<file path="src/rtl/lsu_pkg.sv">
`default_nettype none
// ============================================================================
// Module   : lsu_pkg
// Brief    : Shared funct3 encodings, FSM state type and access checking for
//            the load/store unit.
// Revision : 1.0 - initial release
// ============================================================================
package lsu_pkg;

    localparam int c_WORD_SIZE = 32;

    localparam logic [2:0] c_MEM_B  = 3'b000;
    localparam logic [2:0] c_MEM_H  = 3'b001;
    localparam logic [2:0] c_MEM_W  = 3'b010;
    localparam logic [2:0] c_MEM_BU = 3'b100;
    localparam logic [2:0] c_MEM_HU = 3'b101;

    typedef enum logic [1:0] {
        ST_IDLE    = 2'd0,
        ST_REQ     = 2'd1,
        ST_WAIT_RD = 2'd2,
        ST_DONE    = 2'd3
    } lsu_state_t;

    // Legal funct3 for the direction, and natural alignment for the size.
    function automatic logic f_access_ok(
        input logic       is_store,
        input logic [2:0] op,
        input logic [1:0] addr_lo
    );
        logic ok;
        case (op)
            c_MEM_B, c_MEM_BU: ok = 1'b1;
            c_MEM_H, c_MEM_HU: ok = ~addr_lo[0];
            c_MEM_W:           ok = (addr_lo == 2'b00);
            default:           ok = 1'b0;
        endcase
        if (is_store && op[2]) begin
            ok = 1'b0;
        end
        return ok;
    endfunction

endpackage
`default_nettype wire

</file>
<file path="src/rtl/lsu_load_align.sv">
`default_nettype none
// ============================================================================
// Module   : lsu_load_align
// Brief    : Combinational load lane extraction with sign/zero extension.
// Revision : 1.0 - initial release
// ============================================================================
module lsu_load_align
    import lsu_pkg::*;
(
    input  logic [31:0] i_rdata,
    input  logic [1:0]  i_addr_lo,
    input  logic [2:0]  i_mem_op,
    output logic [31:0] o_data
);

    logic [7:0]  w_byte;
    logic [15:0] w_half;

    always_comb begin
        w_byte = i_rdata[{i_addr_lo, 3'b000} +: 8];
        w_half = i_addr_lo[1] ? i_rdata[31:16] : i_rdata[15:0];
        case (i_mem_op)
            c_MEM_B:  o_data = {{24{w_byte[7]}}, w_byte};
            c_MEM_BU: o_data = {24'd0, w_byte};
            c_MEM_H:  o_data = {{16{w_half[15]}}, w_half};
            c_MEM_HU: o_data = {16'd0, w_half};
            default:  o_data = i_rdata;
        endcase
    end

endmodule
`default_nettype wire

</file>
<file path="src/rtl/load_store_unit.sv">
`default_nettype none
// ============================================================================
// Module   : load_store_unit
// Brief    : RV32I memory stage: req/gnt/rvalid data-memory master with byte
//            enables, load alignment and one writeback beat per instruction.
// Revision : 1.0 - initial release
// ============================================================================
module load_store_unit
    import lsu_pkg::*;
#(
    parameter int WORD_SIZE  = c_WORD_SIZE,
    parameter int ADDR_WIDTH = 32
) (
    input  logic                  clk,
    input  logic                  reset,
    input  logic                  in_valid,
    output logic                  in_ready,
    input  logic [WORD_SIZE-1:0]  alu_out,
    input  logic [WORD_SIZE-1:0]  store_data,
    input  logic                  is_load,
    input  logic                  is_store,
    input  logic [2:0]            mem_op,
    input  logic [4:0]            rd_in,
    input  logic                  reg_write_in,
    output logic                  mem_req,
    input  logic                  mem_gnt,
    output logic                  mem_we,
    output logic [ADDR_WIDTH-1:0] mem_addr,
    output logic [3:0]            mem_be,
    output logic [WORD_SIZE-1:0]  mem_wdata,
    input  logic                  mem_rvalid,
    input  logic [WORD_SIZE-1:0]  mem_rdata,
    output logic                  wb_valid,
    output logic                  wb_we,
    output logic [4:0]            wb_rd,
    output logic [WORD_SIZE-1:0]  wb_data,
    output logic                  exc_misaligned
);

    lsu_state_t r_state;
    lsu_state_t w_state_nxt;

    logic [ADDR_WIDTH-1:0] r_mem_addr;
    logic [3:0]            r_mem_be;
    logic [WORD_SIZE-1:0]  r_mem_wdata;
    logic [WORD_SIZE-1:0]  r_wb_data;
    logic [4:0]            r_rd;
    logic [2:0]            r_op;
    logic [1:0]            r_addr_lo;
    logic                  r_is_store;
    logic                  r_wb_we;
    logic                  r_exc;

    logic                  w_accept;
    logic                  w_is_mem;
    logic                  w_is_st;
    logic                  w_ok;
    logic                  w_capture;
    logic [3:0]            w_st_be;
    logic [WORD_SIZE-1:0]  w_st_wdata;
    logic [WORD_SIZE-1:0]  w_load_data;

    // A simultaneous is_load/is_store is treated as a load.
    assign w_is_mem = is_load | is_store;
    assign w_is_st  = is_store & ~is_load;
    assign w_ok     = f_access_ok(w_is_st, mem_op, alu_out[1:0]);
    assign w_accept = in_valid & (r_state == ST_IDLE);

    always_comb begin
        w_st_be    = 4'b1111;
        w_st_wdata = store_data;
        case (mem_op[1:0])
            2'b00: begin
                w_st_be    = 4'b0001 << alu_out[1:0];
                w_st_wdata = {4{store_data[7:0]}};
            end
            2'b01: begin
                w_st_be    = 4'b0011 << alu_out[1:0];
                w_st_wdata = {2{store_data[15:0]}};
            end
            default: ;
        endcase
    end

    always_ff @(posedge clk or negedge reset) begin
        if (!reset) begin
            r_state <= ST_IDLE;
        end else begin
            r_state <= w_state_nxt;
        end
    end

    always_comb begin
        w_state_nxt = r_state;
        case (r_state)
            ST_IDLE: begin
                if (w_accept) begin
                    w_state_nxt = (w_is_mem && w_ok) ? ST_REQ : ST_DONE;
                end
            end
            ST_REQ: begin
                if (mem_gnt) begin
                    w_state_nxt = (r_is_store || mem_rvalid) ? ST_DONE : ST_WAIT_RD;
                end
            end
            ST_WAIT_RD: begin
                if (mem_rvalid) begin
                    w_state_nxt = ST_DONE;
                end
            end
            default: w_state_nxt = ST_IDLE;
        endcase
    end

    // Zero-wait memory returns data in the same cycle as the grant.
    assign w_capture = ~r_is_store &
                       (((r_state == ST_REQ) & mem_gnt & mem_rvalid) |
                        ((r_state == ST_WAIT_RD) & mem_rvalid));

    always_ff @(posedge clk or negedge reset) begin
        if (!reset) begin
            r_mem_addr  <= '0;
            r_mem_be    <= '0;
            r_mem_wdata <= '0;
            r_wb_data   <= '0;
            r_rd        <= '0;
            r_op        <= '0;
            r_addr_lo   <= '0;
            r_is_store  <= 1'b0;
            r_wb_we     <= 1'b0;
            r_exc       <= 1'b0;
        end else if (w_accept) begin
            r_mem_addr  <= {alu_out[ADDR_WIDTH-1:2], 2'b00};
            r_mem_be    <= w_is_st ? w_st_be : 4'b1111;
            r_mem_wdata <= w_is_st ? w_st_wdata : '0;
            r_wb_data   <= alu_out;
            r_rd        <= rd_in;
            r_op        <= mem_op;
            r_addr_lo   <= alu_out[1:0];
            r_is_store  <= w_is_st;
            r_wb_we     <= w_is_mem ? (w_ok & ~w_is_st) : reg_write_in;
            r_exc       <= w_is_mem & ~w_ok;
        end else if (w_capture) begin
            r_wb_data   <= w_load_data;
        end
    end

    lsu_load_align u_load_align (
        .i_rdata   (mem_rdata),
        .i_addr_lo (r_addr_lo),
        .i_mem_op  (r_op),
        .o_data    (w_load_data)
    );

    assign in_ready       = (r_state == ST_IDLE);
    assign mem_req        = (r_state == ST_REQ);
    assign mem_we         = mem_req & r_is_store;
    assign mem_addr       = r_mem_addr;
    assign mem_be         = r_mem_be;
    assign mem_wdata      = r_mem_wdata;
    assign wb_valid       = (r_state == ST_DONE);
    assign wb_we          = wb_valid & r_wb_we;
    assign wb_rd          = r_rd;
    assign wb_data        = r_wb_data;
    assign exc_misaligned = wb_valid & r_exc;

endmodule
`default_nettype wire

</file>
<file path="config.mk">
export PLATFORM = sky130hd
export DESIGN_NAME = load_store_unit
export DESIGN_NICKNAME = d
export VERILOG_FILES = /design/src/rtl/lsu_pkg.sv /design/src/rtl/lsu_load_align.sv /design/src/rtl/load_store_unit.sv
export SDC_FILE = /design/constraint.sdc
export NUM_CORES = 1
export LEC_CHECK = 0
export CAP_MARGIN = 20
export CORE_MARGIN = 2
export CORE_UTILIZATION = 45
export CTS_BUF_LIST = sky130_fd_sc_hd__clkbuf_2
export CTS_CLUSTER_SIZE = 8
export DETAILED_ROUTE_END_ITERATION = 12
export PLACE_DENSITY = 0.8
export SYNTH_ARGS = -nofsm -noshare
export SYNTH_HDL_FRONTEND = slang
export SYNTH_SLANG_ARGS = --single-unit
</file>
<file path="constraint.sdc">
create_clock -name clk -period 2.3 [get_ports clk]
set_input_delay 0.23 -clock clk [delete_from_list [all_inputs] [get_ports clk]]
set_output_delay 0.23 -clock clk [all_outputs]
set_load 0.02 [all_outputs]
</file>
==> reports/metrics.yaml <==
timing:
  worst_hold_slack_ns: 0.04163
  final.min_clock_period_ns: 2.135
  rsz0062_at_grt: "false"
  setup_ws_ns: 0.1647
  post-route-period-util_pct: 92.84
  hold_violations: 0
  final_max_slew_viol_count: 0
  finalSetupViolations: 0
  finClkSkew_ns: 0.03490
  setup_tns_ns: 0
  worst_pin_slew_ns: 1.037
  fmax_mhz: 468.3
  relSlewSlack_pct: 30.59
grt:
  grt_overflow_total: 0
  grt_pass1_vias: 5119
  antenna_found_initial: 0
  grt_start_max_net_pins: 42
  grt_pass1_wl_um: 26850
  grt.total_usage_pct: 26.93
synthesis:
  syn_inst: 570
  synth_cell_type_count: 43
  ys_seq_elements: 113
  synth_edf_count: 0
  syn_area_mm2: 0.005475
  async_flop_share_pct: 100.0
  syn-mean-instance-area_um2: 9.606
  ys.flop_type: "dfrtp_1"
  synth_area_leaders: "dfrtp_1 (52%), nand2_1 (8.5%), o21ai_0 (5.1%)"
  synth_top_area_share_pct: 51.65
  synth_area_leader_cell: "dfrtp_1"
  synth_seq_area_share_pct: 51.65
  yosysWarnings: 0
placement:
  io_buffers: 220
  place_inst: 909
  dp_slack_ns: 0.1034
  gp_congestion: 0.8846
  hpwl_um: 13060
  dpl-instance-area_mm2: 0.007839
clocking:
  cts_tree: "done"
  clock_latency_ns: 0.69
  clkTransAtPathRegs_ns: 0.19
  htreeDepth: 4
  clockBufferDepth: 2
  cts_made_buffers: 17
  root_buffer: "clkbuf_2"
  cts.sinks: 113
  cts_setup_buffers: 0
floorplan:
  start_util_pct: 45.77
  core_area_mm2: 0.01196
  dieArea_mm2: 0.01307
  die_h_um: 114.3
  rows: 40
  dieWidth_um: 114.3
  ios: 223
pwr:
  pwr_density_cell_mw_per_mm2: 1345
  leakagePower_nw: 3.632
  power_mw: 10.93
  ir_drop_mv: 0.5386
finish:
  fillers: 955
  regArea_mm2: 0.002828
  final_common_cell: "clkdlybuf4s50_1"
  area_growth_pct: 48.49
  diodes: 0
  layout_common_cells: "clkdlybuf4s50_1 (213), nand2_1 (123), dfrtp_1 (113)"
  nNetsFinal: 898
  final_cells: 942
  multi_input_area_mm2: 0.002446
  design_area_mm2: 0.008130
  final_util_pct: 67.97
  drive_gt1_share_pct: 8.805
critical_path:
  required_ns: 2.07
  path_class: "reg2out"
  crit_fanout: 5
  end_kind: "primary output"
  crit_arrival_ns: 1.91
  cp-start-kind: "flop"
route:
  via_count: 5323
  drt_iter0_markers: 429
  drt_pass1_iterations: 5
  drc: 0
  ant_nets: 0
  vias_per_cell: 5.651
  routed_wl_um: 17680
  routedWlPerCell_um: 18.77
job:
  cap_violations: 0
status:
  outcome: "finished clean"
min_path:
  min_path_type: "in2reg"
worst paths after layout:
check | startpoint | end | slack [ns] | depth (start not counted)
max | r_state[1] | mem_we | 0.16 | 4
min | rd_in[1] | wb_rd[1] | 0.04 | 3
max reg2reg | r_state[1] | wb_data[31] | 0.23 | 7
min reg2reg | mem_addr[26] | mem_addr[26] | 0.50 | 2
max in group asynchronous | reset | wb_data[1] | 1.43 | 3
min in group asynchronous | reset | mem_be[3] | 0.08 | 2
cells in the mapped netlist (all sizes together) (2+ instances only):
cell type  number
a221o           8
o211ai          2
a222oi          3
and3            8
nand2b          2
ha              4
nor3b           2
o32a            3
o21ai          57
clkbuf         36
mux4            2
mux2            9
a22o            9
buf            12
inv             8
a221oi         17
o221ai          5
o221a           2
o31ai          15
a22oi           2
nand3b          2
mux2i          21
nor2b          30
a21o            8
dfrtp         113
a21oi          25
nor3            2
nor2           19
and2            5
o22ai           8
nand2         124
final cells by class:
| class | count | share of cell area [%] |
|---|---|---|
| Inverter | 8 | 0.3693 |
| Tap cell | 147 | 2.262 |
| Multi-Input combinational cell | 402 | 30.09 |
| Clock inverter | 14 | 2.339 |
| Sequential cell | 113 | 34.78 |
| Timing Repair Buffer | 240 | 29.06 |
| Clock buffer | 18 | 1.108 |
flip-flops by register name, indices dropped and copies added, names as in the netlist:
name / count
mem_wdata: 32
wb_data: 32
mem_addr: 30
wb_rd: 5
mem_be: 4
r_op: 3
r_addr_lo: 2
r_state: 2
r_exc: 1
r_is_store: 1
r_wb_we: 1
cells by family (layout without fill, tap and decap cells):
group,count (synthesis),in the layout,synth area share [%]
AO/OA/AOI/OAI,169,169,20.91
flip-flops,113,113,51.65
adder cells (fa/ha/maj),4,4,0.9141
buffers and inverters,56,280,4.068
other,1,2,0.06849
multiplexers,32,32,6.513
AND/OR/NAND/NOR,195,195,15.88
power breakdown:
part           internal (mW)  switching, mW  total [mW]
registers               2.90          0.571        3.47
logic                   2.72           3.22        5.94
clock network          0.714          0.804        1.52
routing by layer:
| layer | wire length (um) | global-route usage (%) | vias to the layer above |
|---|---|---|---|
| li1 | - | - | 2449 |
| met1 | 7260 | 34.21 | 2566 |
| met2 | 8274 | 43.21 | 263 |
| met3 | 1581 | 8.417 | 45 |
| met4 | 567 | 10.57 | 0 |
| met5 | 0 | 0 | - |
worst max-delay path, cell delays in order (launching register included):
cell and delay [ns]:
dfrtp_1 0.44, inv_1 0.11, ha_2 0.22, and2_1 0.15
clkdlybuf4s15_1 0.31
what timing repair did:
| item | 4_1_cts | 5_1_grt |
|---|---|---|
| pin swaps | 0 | 0 |
| endpoints found under the setup margin | 5 | 5 |
| cloned | 0 | 0 |
| resized for setup | 5 | 4 |
| hold buffers | 1 | 0 |
| endpoints found under the hold margin | 57 | 0 |
Power figures use the tool's default switching activity.
